==> src/rtl/pc_sequencer_if.sv <==
// Fetch-side bus of the program-counter sequencer: control inputs and address outputs.
// master = sequencer (drives pc), slave = controller/instruction-memory side.
interface pc_sequencer_if;
    logic       start;
    logic       pc_ready;
    logic       jump_en;
    logic [7:0] jump_addr;
    logic [7:0] pc;
    logic       pc_valid;
    logic       busy;
    logic       halted;
    logic [7:0] issue_cnt;

    modport master (
        input  start, pc_ready, jump_en, jump_addr,
        output pc, pc_valid, busy, halted, issue_cnt
    );

    modport slave (
        output start, pc_ready, jump_en, jump_addr,
        input  pc, pc_valid, busy, halted, issue_cnt
    );
endinterface

==> src/rtl/pc_sequencer.sv <==
// Program-counter sequencer: issues RESET_PC..END_PC, takes jump redirects with a one-cycle bubble.
// Optional accepted-address counter enabled by the macro PC_ISSUE_CNT_EN.
module pc_sequencer #(
    parameter logic [7:0] RESET_PC = 8'd1,
    parameter logic [7:0] END_PC   = 8'd5
) (
    input  logic           clk,
    input  logic           rst_n,
    pc_sequencer_if.master bus
);

    typedef enum logic [1:0] {
        S_IDLE   = 2'd0,
        S_RUN    = 2'd1,
        S_BUBBLE = 2'd2,
        S_HALT   = 2'd3
    } state_e;

    state_e     state_q, state_d;
    logic [7:0] pc_q, pc_d;
    logic       hs;

    assign hs = (state_q == S_RUN) && bus.pc_ready;

    always_comb begin
        state_d = state_q;
        pc_d    = pc_q;
        case (state_q)
            S_IDLE: begin
                if (bus.start) begin
                    state_d = S_RUN;
                    pc_d    = RESET_PC;
                end
            end
            S_RUN: begin
                // A jump wins over any handshake; the accepted old pc still counts as issued.
                if (bus.jump_en) begin
                    pc_d    = bus.jump_addr;
                    state_d = S_BUBBLE;
                end else if (hs && (pc_q == END_PC)) begin
                    state_d = S_HALT;
                end else if (hs) begin
                    pc_d = pc_q + 8'd1;
                end
            end
            S_BUBBLE: begin
                if (bus.jump_en) begin
                    pc_d = bus.jump_addr;
                end else begin
                    state_d = S_RUN;
                end
            end
            S_HALT: begin
                if (bus.start) begin
                    pc_d    = RESET_PC;
                    state_d = S_RUN;
                end
            end
            default: begin
                state_d = S_IDLE;
                pc_d    = RESET_PC;
            end
        endcase
    end

    always_ff @(posedge clk) begin
        if (!rst_n) begin
            state_q <= S_IDLE;
            pc_q    <= RESET_PC;
        end else begin
            state_q <= state_d;
            pc_q    <= pc_d;
        end
    end

`ifdef PC_ISSUE_CNT_EN
    logic [7:0] issue_cnt_q, issue_cnt_d;

    // Restart clears the count; a handshake cannot coincide with it since HALT never handshakes.
    always_comb begin
        issue_cnt_d = issue_cnt_q;
        if ((state_q == S_HALT) && bus.start) begin
            issue_cnt_d = 8'd0;
        end else if (hs && (issue_cnt_q != 8'd255)) begin
            issue_cnt_d = issue_cnt_q + 8'd1;
        end
    end

    always_ff @(posedge clk) begin
        if (!rst_n) begin
            issue_cnt_q <= 8'd0;
        end else begin
            issue_cnt_q <= issue_cnt_d;
        end
    end

    assign bus.issue_cnt = issue_cnt_q;
`else
    assign bus.issue_cnt = 8'd0;
`endif

    assign bus.pc       = pc_q;
    assign bus.pc_valid = (state_q == S_RUN);
    assign bus.busy     = (state_q == S_RUN) || (state_q == S_BUBBLE);
    assign bus.halted   = (state_q == S_HALT);

endmodule

==> src/flat_wrapper.sv <==
// flat-port wrapper written by rule: the top's interface ports become plain ports
module pc_sequencer_flat 
#(
    parameter logic [7:0] RESET_PC = 8'd1,
    parameter logic [7:0] END_PC   = 8'd5
)
  (clk, rst_n, bus_start, bus_pc_ready, bus_jump_en, bus_jump_addr, bus_pc, bus_pc_valid, bus_busy, bus_halted, bus_issue_cnt);
  pc_sequencer_if bus_i ();
  input  logic clk;
  input  logic rst_n;
  input wire logic [$bits(bus_i.start)-1:0] bus_start;
  input wire logic [$bits(bus_i.pc_ready)-1:0] bus_pc_ready;
  input wire logic [$bits(bus_i.jump_en)-1:0] bus_jump_en;
  input wire logic [$bits(bus_i.jump_addr)-1:0] bus_jump_addr;
  output wire logic [$bits(bus_i.pc)-1:0] bus_pc;
  output wire logic [$bits(bus_i.pc_valid)-1:0] bus_pc_valid;
  output wire logic [$bits(bus_i.busy)-1:0] bus_busy;
  output wire logic [$bits(bus_i.halted)-1:0] bus_halted;
  output wire logic [$bits(bus_i.issue_cnt)-1:0] bus_issue_cnt;
  assign bus_i.start = bus_start;
  assign bus_i.pc_ready = bus_pc_ready;
  assign bus_i.jump_en = bus_jump_en;
  assign bus_i.jump_addr = bus_jump_addr;
  assign bus_pc = bus_i.pc;
  assign bus_pc_valid = bus_i.pc_valid;
  assign bus_busy = bus_i.busy;
  assign bus_halted = bus_i.halted;
  assign bus_issue_cnt = bus_i.issue_cnt;
  pc_sequencer #(.RESET_PC(RESET_PC), .END_PC(END_PC)) u_core (.clk(clk), .rst_n(rst_n), .bus(bus_i));
endmodule
==> config.mk <==
export PLATFORM = sky130hd
export DESIGN_NAME = pc_sequencer_flat
export DESIGN_NICKNAME = d
export VERILOG_FILES = /design/src/rtl/pc_sequencer_if.sv /design/src/rtl/pc_sequencer.sv /design/src/flat_wrapper.sv
export SDC_FILE = /design/constraint.sdc
export NUM_CORES = 1
export LEC_CHECK = 0
export BUFFER_PORTS_ARGS = -buffer_cell sky130_fd_sc_hd__buf_4
export CAP_MARGIN = 20
export CORE_MARGIN = 4
export CORE_UTILIZATION = 41
export CTS_CLUSTER_DIAMETER = 120
export DETAILED_ROUTE_END_ITERATION = 7
export PLACE_DENSITY = 0.77
export SLEW_MARGIN = 20
export SYNTH_ARGS = -nofsm -noshare
export SYNTH_HDL_FRONTEND = slang
export SYNTH_SLANG_ARGS = --single-unit
export TNS_END_PERCENT = 100
==> constraint.sdc <==
create_clock -name clk -period 3.65 [get_ports clk]
set_input_delay 0.365 -clock clk [delete_from_list [all_inputs] [get_ports clk]]
set_output_delay 0.365 -clock clk [all_outputs]
set_load 0.01 [all_outputs]
After elaboration in Yosys (flattened, before gate mapping) --
Index checks and enable logic that the tools add are counted.
Storage, ports and cells: bits in registers 10, bits of input ports 13, output and inout bits 19, logic and storage cells 31
Operators by class: $add $sub $neg 1, equality and inequality tests 10, muxes and demuxes 11, reduce and logical (&&, ||, !) cells 7
Operators by type and width (number):
- 8-bit 2-to-1 mux | 5
- 8-bit one-hot mux with 3 select lines | 1
- 8-bit by 1-bit adder with 8-bit output (second input constant) | 1
- 8-bit by 3-bit == test with 1-bit output (second input constant) | 1
- 2-bit 2-to-1 mux | 4
- 3-bit by 2-bit != test with 1-bit output (second input constant) | 2
- 2-bit one-hot mux with 3 select lines | 1
- 2-bit == test (second input constant) | 2
- 2-bit != test (second input constant) | 2
- 4-bit AND reduction | 1
- 3-bit != test (second input constant) | 1
- 3-bit AND reduction | 1
- 2-bit by 1-bit == test with 1-bit output (second input constant) | 1
- 1-bit logical AND | 2
- 2-bit zero test | 1
- 2-bit by 1-bit != test with 1-bit output (second input constant) | 1
- 2-bit OR reduction | 1
- 1-bit logical OR | 1

Depth between registers and ports, before layout --
depth in word-level cells 6, mapped depth 7, mapped depth without buffers 6

Least setup slack after synthesis --
OpenSTA, ideal clock, no wires.
path kind register -> register, start register u_core.state_q[0], end register u_core.pc_q[0], in the netlist u_core.bus.pc[0], setup time 0.122 ns, data arrival time 1.643 ns, required time 3.528 ns, slack 1.884 ns, cell stages (with the launch flop) 7, buffers on the path 1, period minus slack after synthesis 1.766 ns, cells stage by stage dfxtp_1 > inv_1 > ha_1 > clkbuf_1 > a221oi_4 > a21boi_0 > a311o_1
Between the ends: cells in the longest elaborated chain, start to end 5, elaborated cells between the ends (all ways) 13, those cells by class eq/ne: 7; mux: 1; reduce/logical: 5
Ends and longest elaborated chain:
- start, declared | RTL line pc_sequencer.sv:19 | state_e state_q, state_d;
- start signal, assigned | RTL line pc_sequencer.sv:71 | state_q <= state_d;
- 2-bit by 1-bit == test with 1-bit output | RTL line pc_sequencer.sv:23, pc_sequencer.sv:28
- 1-bit logical AND | RTL line pc_sequencer.sv:23 | assign hs = (state_q == S_RUN) && bus.pc_ready;
- 1-bit logical AND | RTL line pc_sequencer.sv:40 | end else if (hs && (pc_q == END_PC)) begin
- 3-bit != test (no line)
- 4-bit AND reduction (no line)
- end signal, assigned | RTL line pc_sequencer.sv:72 | pc_q <= pc_d;
- end, declared | RTL line pc_sequencer.sv:20 | logic [7:0] pc_q, pc_d;
Several ways; a longest one is shown, not always the timed one. A chain may end at the register's enable or synchronous reset.

Worst setup path after layout --
Same ends and word-level chain as after synthesis.

==> impl_metrics.py <==
metrics = {
    "status": {
        "status": "complete, no violations",
    },
    "clock_network": {
        "cts_resized": 0,
        "postCtsSetupBuffers": 0,
        "cts_buffers": 3,
        "hold_buffers": 0,
        "root_buffer": "clkbuf_4",
        "cts_tree": "built",
        "clkTransAtPathRegs_ns": 0.08,
        "cts_max_level": 1,
        "worstSkewPairLatency_ns": 0.27,
        "cts_num_sinks": 10,
        "clockBufferDepth": 2,
    },
    "yosys": {
        "synth_edf_count": 0,
        "ys_async_sr_fraction_pct": 0,
        "ys_dominant_reg_cell": "dfxtp_1",
        "synthesis.area_um2": 910.9,
        "ys_seq_area_share_pct": 21.98,
        "ys_types": 40,
        "netlist_instances": 114,
        "ys_ff_latch": 10,
        "synth_warnings": 0,
        "syn_area_per_cell_um2": 7.990,
    },
    "critical_path": {
        "slowest_delay_ns": 0.42,
        "path_class": "register to register",
        "crit_fanout": 9,
        "path_cells": "inv_1, ha_1, nor2b_1, a221oi_4, a21boi_0, a311o_1",
        "cpLargestDelayFamily": "compound AO/OA/AOI/OAI gates",
        "cp-end-kind": "register",
        "cp.arrival_ns": 2.12,
        "required_ns": 3.81,
        "startpoint_type": "register",
        "cp_num_buf_inv": 1,
        "cp_slowest_cell": "dfxtp_1",
    },
    "floorplanning": {
        "num_rows": 16,
        "coreArea_um2": 2042,
        "start_util_pct": 44.61,
        "die_w_um": 55.14,
        "die_area_um2": 3040,
        "pin_count": 32,
        "die_h_um": 55.14,
    },
    "global_routing": {
        "grt_usage_pct": 16.89,
        "grt_max_degree": 13,
        "overflow": 0,
        "grt_pass1_vias": 827,
        "grt_antenna_before_repair": 0,
        "grt_pass1_wl_mm": 3.774,
    },
    "timing": {
        "hold_viol": 0,
        "final.setup_skew_ns": 0.0008068,
        "fmax_ghz": 0.5112,
        "rsz0062_at_grt": "false",
        "drv_slew": 0,
        "period_share_pct": 53.59,
        "tns_ns": 0,
        "setup_viol": 0,
        "fin_crit_ns": 1.956,
    },
    "routing": {
        "drt-vias-per-instance": 5.667,
        "vias": 918,
        "drtIter0Drc": 37,
        "avgRoutedWirePerCell_um": 14.25,
        "drt_first_pass_iters": 4,
        "drc": 0,
        "finalWirelength_mm": 2.309,
        "ant_nets": 0,
    },
    "place": {
        "placed_cells": 158,
        "dp_hpwl_mm": 1.748,
        "port_buffers": 23,
        "gp_congestion": 0.9931,
    },
    "min_path": {
        "hp-class": "primary input to register",
    },
    "layout": {
        "nets": 155,
        "stdcell_count": 162,
        "n_antenna_cell": 0,
        "drive_gt1_share_pct": 27.41,
        "areaGrowthSynthToFinish_pct": 20.06,
        "most-common-layout-cells": "buf_4, nand2_1, dfxtp_1",
        "final_common_cell": "buf_4",
    },
    "power": {
        "power_density_nw_per_um2": 729.9,
        "p_leak_uw": 0.0004709,
        "irDropWorstVdd_mv": 0.4494,
        "finalPower_uw": 798.2,
    },
    "job": {
        "maxCapViolCount": 0,
    },
}
-- path summary, 6_finish.rpt --
| path | start | endpoint | slack, ns | cells past startpoint |
|---|---|---|---|---|
| setup / recovery | u_core.state_q[0] | u_core.bus.pc[0] | 1.69 | 6 |
| hold / removal | bus_jump_addr[4] | u_core.bus.pc[4] | 0.37 | 3 |
| setup reg to reg | u_core.state_q[0] | u_core.bus.pc[0] | 1.69 | 6 |
| hold reg to reg | u_core.state_q[1] | u_core.state_q[1] | 0.51 | 2 |
-- power breakdown --
group / leakage (uW) / switching (uW) / internal (uW) / total (uW)
logic: 0.000368 / 247 / 221 / 469
clock network: 0.0000210 / 45.7 / 60.6 / 106
registers: 0.0000823 / 70.8 / 152 / 223
total: 0.000471 / 364 / 434 / 798
-- area by class of cell --
type,instances,area [um^2]
well taps,27,33.78
fillers,206,948.4
multi-input cells,89,616.8
clock buffers,4,36.28
repair buffers,23,172.7
inverters,9,33.78
flip-flops and latches,10,200.2
-- kinds of logic (layout without fill, tap and decap cells) --
kind of cell,Yosys count,count (layout),synth area share [%]
other,1,8,0.4117
XOR/XNOR,3,3,2.885
flip-flops,10,10,21.98
multiplexers,2,2,2.198
buffers and inverters,22,36,13.19
AO/OA/AOI/OAI,37,37,31.18
adder cells (fa/ha/maj),6,6,8.242
AND/OR/NAND/NOR,33,33,19.92
-- worst min-delay path: cells and delay by family --
kind / cells / cell delay, ns
AO/OA/AOI/OAI: 1 / 0.08
buffers and inverters: 1 / 0.11
AND/OR/NAND/NOR: 1 / 0.05
-- cells in the mapped netlist (2+ instances only) --
cell | count | area share [%]
o21ai_0 | 5 | 2.7
buf_4 | 8 | 6.6
a211oi_1 | 2 | 1.6
dfxtp_1 | 10 | 22
o211ai_1 | 2 | 1.6
nand2_1 | 15 | 6.2
inv_1 | 8 | 3.3
nor2b_1 | 3 | 2.1
a31oi_1 | 5 | 3.4
a31o_2 | 3 | 2.9
ha_1 | 6 | 8.2
a21oi_1 | 6 | 3.3
nand3_1 | 5 | 2.7
a311oi_1 | 3 | 2.9
mux2i_1 | 2 | 2.2
xor2_1 | 2 | 1.9
a21o_1 | 3 | 2.5
clkbuf_1 | 4 | 1.6
-- metrics by stage --
stage / utilization, % / hold WS (ns) / setup slack (ns) / instance area (um^2)
final: 53.55 / 0.3727 / 1.694 / 1094
after global routing: 53.55 / 0.3906 / 1.510 / 1094
after CTS: 53.55 / 0.3699 / 1.697 / 1094
after detailed placement: 51.78 / 0.5028 / 1.714 / 1057
after global placement: 51.78 / 0.4888 / 1.784 / 1057
after floorplan: - / 0.4677 / 1.884 / 937.1
-- registers in the layout (all words and copies together), names as in the netlist --
name and count:
u_core.bus.pc 8, u_core.state_q 2
-- routing by layer --
metal / global-route usage (%) / part of all wire [%]
met1: 21.63 / 44
met2: 27.95 / 47
met3: 4.290 / 8.4
met4: 4.453 / 0.56
met5: 0 / 0
Power figures use the tool's default switching activity.
